[config.mk]
export PLATFORM = sky130hd
export DESIGN_NAME = hamming_enc_engine_flat
export DESIGN_NICKNAME = d
export VERILOG_FILES = /design/src/rtl/hamming_pkg.sv /design/src/rtl/hamming_enc_engine_if.sv /design/src/rtl/hamming_enc11.sv /design/src/rtl/hamming_enc_engine.sv /design/src/flat_wrapper.sv
export SDC_FILE = /design/constraint.sdc
export NUM_CORES = 1
export LEC_CHECK = 0
export ABC_AREA = 1
export CORE_UTILIZATION = 45
export DETAILED_ROUTE_END_ITERATION = 10
export HOLD_SLACK_MARGIN = 0.03
export PLACE_DENSITY = 0.85
export SLEW_MARGIN = 20
export SYNTH_ARGS = -nofsm -noshare
export SYNTH_HDL_FRONTEND = slang
export SYNTH_SLANG_ARGS = --single-unit
[constraint.sdc]
create_clock -name clk -period 1.4 [get_ports clk]
set_input_delay 0.28 -clock clk [delete_from_list [all_inputs] [get_ports clk]]
set_output_delay 0.28 -clock clk [all_outputs]
set_load 0.01 [all_outputs]
[src/rtl/hamming_pkg.sv]
// -----------------------------------------------------------------------------
// hamming_pkg
//   Shared definitions for the Hamming(16,11) SECDED encoder engine and any
//   bench or decoder that needs the same codeword layout.
//
//   Contents:
//     state_t        : encoder engine FSM states
//     DEF_*          : default engine parameters (message count, base addresses)
//     CW_*           : bit positions inside the 16-bit codeword
//
//   Codeword layout (bit 15 .. bit 0):
//     {d[11:5], p8, d[4:2], p4, d[1], p2, p1, p0}
//   Bits 1..15 follow classic Hamming positions (parity bits at powers of
//   two); bit 0 holds the overall parity used for double-error detection.
// -----------------------------------------------------------------------------
package hamming_pkg;

   typedef enum logic [2:0] {
      ST_IDLE  = 3'd0,
      ST_RD_LO = 3'd1,
      ST_RD_HI = 3'd2,
      ST_WR_LO = 3'd3,
      ST_WR_HI = 3'd4,
      ST_DONE  = 3'd5
   } state_t;

   localparam int         DEF_NUM_MSG  = 15;
   localparam logic [7:0] DEF_IN_BASE  = 8'd0;
   localparam logic [7:0] DEF_OUT_BASE = 8'd30;

   // Single-bit fields.
   localparam int CW_P0 = 0;
   localparam int CW_P1 = 1;
   localparam int CW_P2 = 2;
   localparam int CW_D1 = 3;
   localparam int CW_P4 = 4;
   localparam int CW_P8 = 8;

   // Multi-bit data fields: LSB position and width.
   localparam int CW_D4_2_LO  = 5;   // d[4:2]  -> codeword[7:5]
   localparam int CW_D4_2_W   = 3;
   localparam int CW_D11_5_LO = 9;   // d[11:5] -> codeword[15:9]
   localparam int CW_D11_5_W  = 7;

endpackage : hamming_pkg

[src/rtl/hamming_enc_engine_if.sv]
// -----------------------------------------------------------------------------
// hamming_enc_engine_if
//   Byte-wide data memory port used by the Hamming encoder engine.
//
//   Signals:
//     mem_addr  [7:0] : byte address for the current read or write
//     mem_rdata [7:0] : read data, combinational from mem_addr
//     mem_wdata [7:0] : byte to be written
//     mem_we          : write strobe, memory captures on the rising clk edge
//
//   Modports:
//     master : the engine (drives address / write data / strobe)
//     slave  : the memory (returns read data)
// -----------------------------------------------------------------------------
interface hamming_enc_engine_if;

   logic [7:0] mem_addr;
   logic [7:0] mem_rdata;
   logic [7:0] mem_wdata;
   logic       mem_we;

   modport master (
      output mem_addr,
      output mem_wdata,
      output mem_we,
      input  mem_rdata
   );

   modport slave (
      input  mem_addr,
      input  mem_wdata,
      input  mem_we,
      output mem_rdata
   );

endinterface : hamming_enc_engine_if

[src/rtl/hamming_enc11.sv]
// -----------------------------------------------------------------------------
// hamming_enc11
//   Purely combinational Hamming(16,11) SECDED encoder.
//
//   Ports:
//     d        [11:1] in  : 11 data bits, numbered d1..d11
//     codeword [15:0] out : {d[11:5], p8, d[4:2], p4, d[1], p2, p1, p0}
//
//   p0 is the overall parity over all data and Hamming parity bits, so the
//   whole 16-bit codeword always has even parity.
// -----------------------------------------------------------------------------
module hamming_enc11
   import hamming_pkg::*;
(
   input  logic [11:1] d,
   output logic [15:0] codeword
);

   logic p8, p4, p2, p1, p0;

   assign p8 = ^d[11:5];
   assign p4 = (^d[11:8]) ^ (^d[4:2]);
   assign p2 = d[11] ^ d[10] ^ d[7] ^ d[6] ^ d[4] ^ d[3] ^ d[1];
   assign p1 = d[11] ^ d[9]  ^ d[7] ^ d[5] ^ d[4] ^ d[2] ^ d[1];
   assign p0 = (^d) ^ p8 ^ p4 ^ p2 ^ p1;

   // NOTE: every signal assigned in an always_comb gets a default first;
   // a path that leaves it unassigned would infer a latch.
   always_comb begin
      codeword = '0;
      codeword[CW_D11_5_LO +: CW_D11_5_W] = d[11:5];
      codeword[CW_P8]                     = p8;
      codeword[CW_D4_2_LO +: CW_D4_2_W]   = d[4:2];
      codeword[CW_P4]                     = p4;
      codeword[CW_D1]                     = d[1];
      codeword[CW_P2]                     = p2;
      codeword[CW_P1]                     = p1;
      codeword[CW_P0]                     = p0;
   end

endmodule : hamming_enc11

[src/rtl/hamming_enc_engine.sv]
// -----------------------------------------------------------------------------
// hamming_enc_engine
//   Reads NUM_MSG 11-bit messages from a byte memory, encodes each one into a
//   16-bit SECDED codeword and writes the codewords back to memory.
//
//   Message i   : low byte  at IN_BASE+2i   = d[8:1]
//                 high byte at IN_BASE+2i+1 = {xxxxx, d[11:9]} (upper bits ignored)
//   Codeword i  : low byte  at OUT_BASE+2i, high byte at OUT_BASE+2i+1
//
//   Every message takes exactly four cycles (RD_LO, RD_HI, WR_LO, WR_HI), so
//   done rises 4*NUM_MSG cycles after the cycle in which start was sampled.
//
//   Ports:
//     clk    in  : clock, all state changes on the rising edge
//     reset  in  : synchronous active-low reset
//     start  in  : one-cycle run request, honoured only in IDLE or DONE
//     done   out : high while in DONE, until the next accepted start or reset
//     bus    --  : memory port (hamming_enc_engine_if.master)
// -----------------------------------------------------------------------------
module hamming_enc_engine
   import hamming_pkg::*;
#(
   parameter int         NUM_MSG  = DEF_NUM_MSG,
   parameter logic [7:0] IN_BASE  = DEF_IN_BASE,
   parameter logic [7:0] OUT_BASE = DEF_OUT_BASE
) (
   input  logic                 clk,
   input  logic                 reset,
   input  logic                 start,
   output logic                 done,
   hamming_enc_engine_if.master bus
);

   localparam int               IDX_W    = $clog2(NUM_MSG) + 1;
   localparam logic [IDX_W-1:0] LAST_IDX = IDX_W'(NUM_MSG - 1);

   state_t           state_q;
   state_t           state_d;
   logic [IDX_W-1:0] idx_q;
   logic [11:1]      data_q;
   logic [15:0]      codeword;
   logic [7:0]       msg_off;
   logic             last_msg;
   logic             unused_rdata_hi;

   // Byte offset of message i inside either buffer; wraps modulo 256.
   assign msg_off  = 8'({idx_q, 1'b0});
   assign last_msg = (idx_q >= LAST_IDX);

   // The top five bits of each message's high byte carry no data.
   assign unused_rdata_hi = ^bus.mem_rdata[7:3];

   hamming_enc11 u_enc (
      .d        (data_q),
      .codeword (codeword)
   );

   // ---------------------------------------------------------------------------
   // State register
   // ---------------------------------------------------------------------------
   // NOTE: sequential state is updated with non-blocking assignments so every
   // flop samples the pre-edge values regardless of block ordering.
   always_ff @(posedge clk) begin
      if (!reset) begin
         state_q <= ST_IDLE;
      end else begin
         state_q <= state_d;
      end
   end

   // ---------------------------------------------------------------------------
   // Next-state logic
   // ---------------------------------------------------------------------------
   always_comb begin
      state_d = state_q;
      unique case (state_q)
         ST_IDLE,
         ST_DONE:  if (start) state_d = ST_RD_LO;
         ST_RD_LO: state_d = ST_RD_HI;
         ST_RD_HI: state_d = ST_WR_LO;
         ST_WR_LO: state_d = ST_WR_HI;
         ST_WR_HI: state_d = last_msg ? ST_DONE : ST_RD_LO;
         default:  state_d = ST_IDLE;
      endcase
   end

   // ---------------------------------------------------------------------------
   // Message index and captured data
   //   The data register is reset too, so a run aborted mid-message never
   //   leaves stale bits feeding the encoder.
   // ---------------------------------------------------------------------------
   always_ff @(posedge clk) begin
      if (!reset) begin
         idx_q  <= '0;
         data_q <= '0;
      end else begin
         unique case (state_q)
            ST_IDLE,
            ST_DONE:  if (start) idx_q <= '0;
            ST_RD_LO: data_q[8:1]  <= bus.mem_rdata;
            ST_RD_HI: data_q[11:9] <= bus.mem_rdata[2:0];
            ST_WR_HI: if (!last_msg) idx_q <= idx_q + 1'b1;
            default:  ;
         endcase
      end
   end

   // ---------------------------------------------------------------------------
   // Outputs (Moore: decoded from the current state only)
   // ---------------------------------------------------------------------------
   always_comb begin
      bus.mem_addr  = 8'd0;
      bus.mem_wdata = 8'd0;
      bus.mem_we    = 1'b0;
      done          = 1'b0;
      unique case (state_q)
         ST_RD_LO: bus.mem_addr = IN_BASE + msg_off;
         ST_RD_HI: bus.mem_addr = IN_BASE + msg_off + 8'd1;
         ST_WR_LO: begin
            bus.mem_addr  = OUT_BASE + msg_off;
            bus.mem_wdata = codeword[7:0];
            bus.mem_we    = 1'b1;
         end
         ST_WR_HI: begin
            bus.mem_addr  = OUT_BASE + msg_off + 8'd1;
            bus.mem_wdata = codeword[15:8];
            bus.mem_we    = 1'b1;
         end
         ST_DONE:  done = 1'b1;
         default:  ;
      endcase
   end

endmodule : hamming_enc_engine

[src/flat_wrapper.sv]
// flat-port wrapper written by rule: the top's interface ports become plain ports
module hamming_enc_engine_flat import hamming_pkg::*;
#(
   parameter int         NUM_MSG  = DEF_NUM_MSG,
   parameter logic [7:0] IN_BASE  = DEF_IN_BASE,
   parameter logic [7:0] OUT_BASE = DEF_OUT_BASE
)
  (clk, reset, start, done, bus_mem_addr, bus_mem_wdata, bus_mem_we, bus_mem_rdata);
  hamming_enc_engine_if bus_i ();
  input  logic clk;
  input  logic reset;
  input  logic start;
  output logic done;
  output wire logic [$bits(bus_i.mem_addr)-1:0] bus_mem_addr;
  output wire logic [$bits(bus_i.mem_wdata)-1:0] bus_mem_wdata;
  output wire logic [$bits(bus_i.mem_we)-1:0] bus_mem_we;
  input wire logic [$bits(bus_i.mem_rdata)-1:0] bus_mem_rdata;
  assign bus_mem_addr = bus_i.mem_addr;
  assign bus_mem_wdata = bus_i.mem_wdata;
  assign bus_mem_we = bus_i.mem_we;
  assign bus_i.mem_rdata = bus_mem_rdata;
  hamming_enc_engine #(.NUM_MSG(NUM_MSG), .IN_BASE(IN_BASE), .OUT_BASE(OUT_BASE)) u_core (.clk(clk), .reset(reset), .start(start), .done(done), .bus(bus_i));
endmodule
==> results.py <==
metrics = {
    "run_status": {
        "status": "finished, violations left",
        "violations": "negative setup slack",
    },
    "setup_path": {
        "rr_startpoint": "u_core.idx_q[1]",
        "setup.worst_path.start_class": "flop",
        "crit_fanout": 5,
        "slowest_stage": "dfxtp_4",
        "startpoint": "u_core.data_q[2]",
        "end_kind": "primary output",
        "slowest_delay_ps": 400,
        "crit_family": "simple AND/OR/NAND/NOR gates",
        "reg2reg_to": "u_core.idx_q[4]",
        "path_depth": 13,
        "path_class": "flop to primary output",
        "critPathBufInv": 2,
        "crit_top_cell": "nand2_1",
        "critical_path.endpoint": "bus_mem_wdata[0]",
        "reg2reg_depth": 9,
        "critical_path_arrival_ps": 1880,
        "critical_path.cell_chain": "inv_4 -> nand2_1 -> nand2_1 -> nand2_1 -> nand2_1 -> nand2_2 -> nand2_2 -> nand2_1 -> nand2_1 -> nand3_2 -> nand3_2 -> nand2_2 -> buf_6",
        "r2r_slack_ps": -340,
        "critPathRequiredTime_ps": 1120,
    },
    "final_layout": {
        "final_cell_area_um2": 2840,
        "final_util": 0.924,
        "n_antenna_cell": 0,
        "mostFrequentLayoutCells": "nand2_1 (68), buf_4 (57), nand2_2 (26)",
        "final_common_cell": "nand2_1",
        "syn_to_final_growth_pct": 93.1,
        "final_layout_size_suffix_gt1_frac": 0.578,
        "nNetsFinal": 375,
        "stdcell_count": 404,
    },
    "global_route": {
        "grt_pass1_wl_mm": 9.52,
        "grtUsageTotal": 0.369,
        "grt_max_degree": 17,
        "grt_pass1_vias": 2066,
        "antenna_found_initial": 0,
        "grt-ovfl-total": 0,
    },
    "yosys": {
        "synth_seq_area_share": 0.258,
        "synthCells": 255,
        "yosys_warnings": 0,
        "synth-seq-cells": 19,
        "synth_area_leaders": "dfxtp_1 (26%), nand2_1 (25%), nand3_1 (6.1%), inv_1 (6.1%), a21oi_1 (5.4%)",
        "avgSynthCellArea_um2": 5.78,
        "yosysUniqueCellTypes": 27,
        "synth_top_area_cell": "dfxtp_1",
        "synth_area_um2": 1470,
        "synth_top_area_frac": 0.258,
        "synth_fp_nets": 269,
    },
    "floorplanning": {
        "start_util": 0.478,
        "dieArea_um2": 3510,
        "die_x_um": 59.2,
        "ios": 29,
        "coreArea_um2": 3080,
        "dieHeight_um": 59.2,
        "fp-row-count": 20,
    },
    "route": {
        "wl_per_cell_um": 20.6,
        "drcViolationCount": 0,
        "wl_mm": 8.31,
        "drt-pass1-iter-count": 5,
        "drtIter0Drc": 359,
        "final_antenna_net_count": 0,
        "vias": 2419,
        "vias_per_cell": 5.99,
    },
    "timing": {
        "setup_ws_ps": -758,
        "maxSlewViolCount": 0,
        "rsz0062_at_grt": "yes",
        "hold_viol": 0,
        "fmax_mhz": 463,
        "fin_crit_sh": 1.54,
        "fin_worst_skew_ps": 20.3,
        "finalCriticalPeriod_ps": 2160,
        "setup_viol": 30,
    },
    "power": {
        "p_int_w": 0.00129,
        "combPwrFrac": 0.579,
        "switching_share": 0.449,
        "irDropWorstVdd_mv": 0.654,
        "power_frac_seq": 0.283,
        "p_sw_w": 0.00105,
        "p_per_area_nw_per_um2": 822,
        "p_clk_frac": 0.139,
        "power.leakage_nw": 1.35,
    },
    "placement": {
        "place_area_um2": 2160,
        "portBuffers": 27,
        "routabilityCongestion": 0.828,
        "placed_cells": 370,
        "hpwl_mm": 3.30,
    },
    "clock_network": {
        "root_buffer": "clkbuf_4",
        "numCtsBuffers": 3,
        "tritoncts": "yes",
        "clockBufferDepth": 2,
        "clkTransAtPathRegs_ps": 150,
        "clock_latency_ps": 320,
        "h-tree-depth": 1,
        "cts_sinks": 19,
    },
    "flow_run": {
        "drv_cap": 0,
    },
    "min_path": {
        "hold_path_class": "primary input to flop",
    },
}
==> cells in the mapped netlist, drive strengths merged <==
master  count
dfxtp      19
nor2       16
nand2     105
clkbuf      1
o211ai      1
o21ai      17
xnor2       5
nand3      18
nor3b       1
conb        1
a211oi      2
nor3        2
a31oi       1
xor2        1
a21oi      16
inv        34
o22ai       9
o21bai      1
ha          3
buf         2
==> worst min path at each step <==
stage,to,slack (ps),depth (start not counted),startpoint
2_1_floorplan,u_core.data_q[11],410,2,reset
3_3_place_gp,u_core.idx_q[3],580,3,u_core.idx_q[3]
3_5_place_dp,u_core.state_q[0],590,3,u_core.state_q[2]
4_1_cts,u_core.state_q[0],600,3,u_core.state_q[2]
5_1_grt,u_core.data_q[6],600,3,bus_mem_rdata[5]
6_report,u_core.data_q[6],590,3,bus_mem_rdata[5]
==> flip-flops by register name (all words and copies together), names as in the netlist <==
name,cells
u_core.idx_q,5
u_core.state_q,3
u_core.data_q,11
==> layout make-up <==
class                   instances  area, um2
fillers                       108        234
flip-flops and latches         19        418
multi-input cells             199       1330
inverters                      34        153
well taps                      44       55.1
clock buffers                   4       26.3
repair buffers                104        867
==> metal layers <==
| metal | GRT usage | part of all wire | up-vias |
|---|---|---|---|
| met3 | 0.0655 | 0.095 | 71 |
| met2 | 0.681 | 0.49 | 232 |
| li1 | - | - | 1029 |
| met4 | 0.218 | 0.074 | 0 |
| met1 | 0.386 | 0.35 | 1087 |
| met5 | 0 | 0 | - |
==> what timing repair did <==
item                       CTS  global route
setup endpoints to repair   22            23
gates cloned                 1             0
buffers inserted            18            15
gates resized for setup    165            56
pin swaps                   33            45
hold buffers                 0             0
==> power groups by stage <==
| stage | Combinational, W | Clock, W | Sequential, W |
|---|---|---|---|
| floorplan | 0.000545 | 0 | 0.000640 |
| global placement | 0.000851 | 0 | 0.000645 |
| detailed placement | 0.000871 | 0 | 0.000646 |
| CTS | 0.00105 | 0.000286 | 0.000638 |
| global route | 0.00141 | 0.000334 | 0.000662 |
| finish | 0.00135 | 0.000324 | 0.000661 |
==> through the flow <==
step                      TNS (ps)  setup slack (ps)  power [W]  hold slack, ps
after floorplan              -44.4             -20.4    0.00119             411
after global placement       -7740              -598    0.00150             577
after detailed placement     -8410              -640    0.00152             589
after CTS                    -5900              -488    0.00198             596
after global routing        -10930              -777    0.00241             601
final                        -9970              -758    0.00234             587
==> cells by family (layout without fill, tap and decap cells) <==
logic type      Yosys count  after routing  synth area share
fa+ha+maj                 3              3            0.0255
other cells               1              1           0.00255
compound gates           47             47             0.175
flops                    19             19             0.258
buf+inv                  37            142            0.0977
xor+xnor                  6              6            0.0408
simple gates            142            142             0.400
==> tightest hold or removal path: cells and delay by family <==
family | cells | cell delay, ps
AOI/OAI and AO/OA | 2 | 190
buffers and inverters | 1 | 410
(Power assumes the default switching activity.)
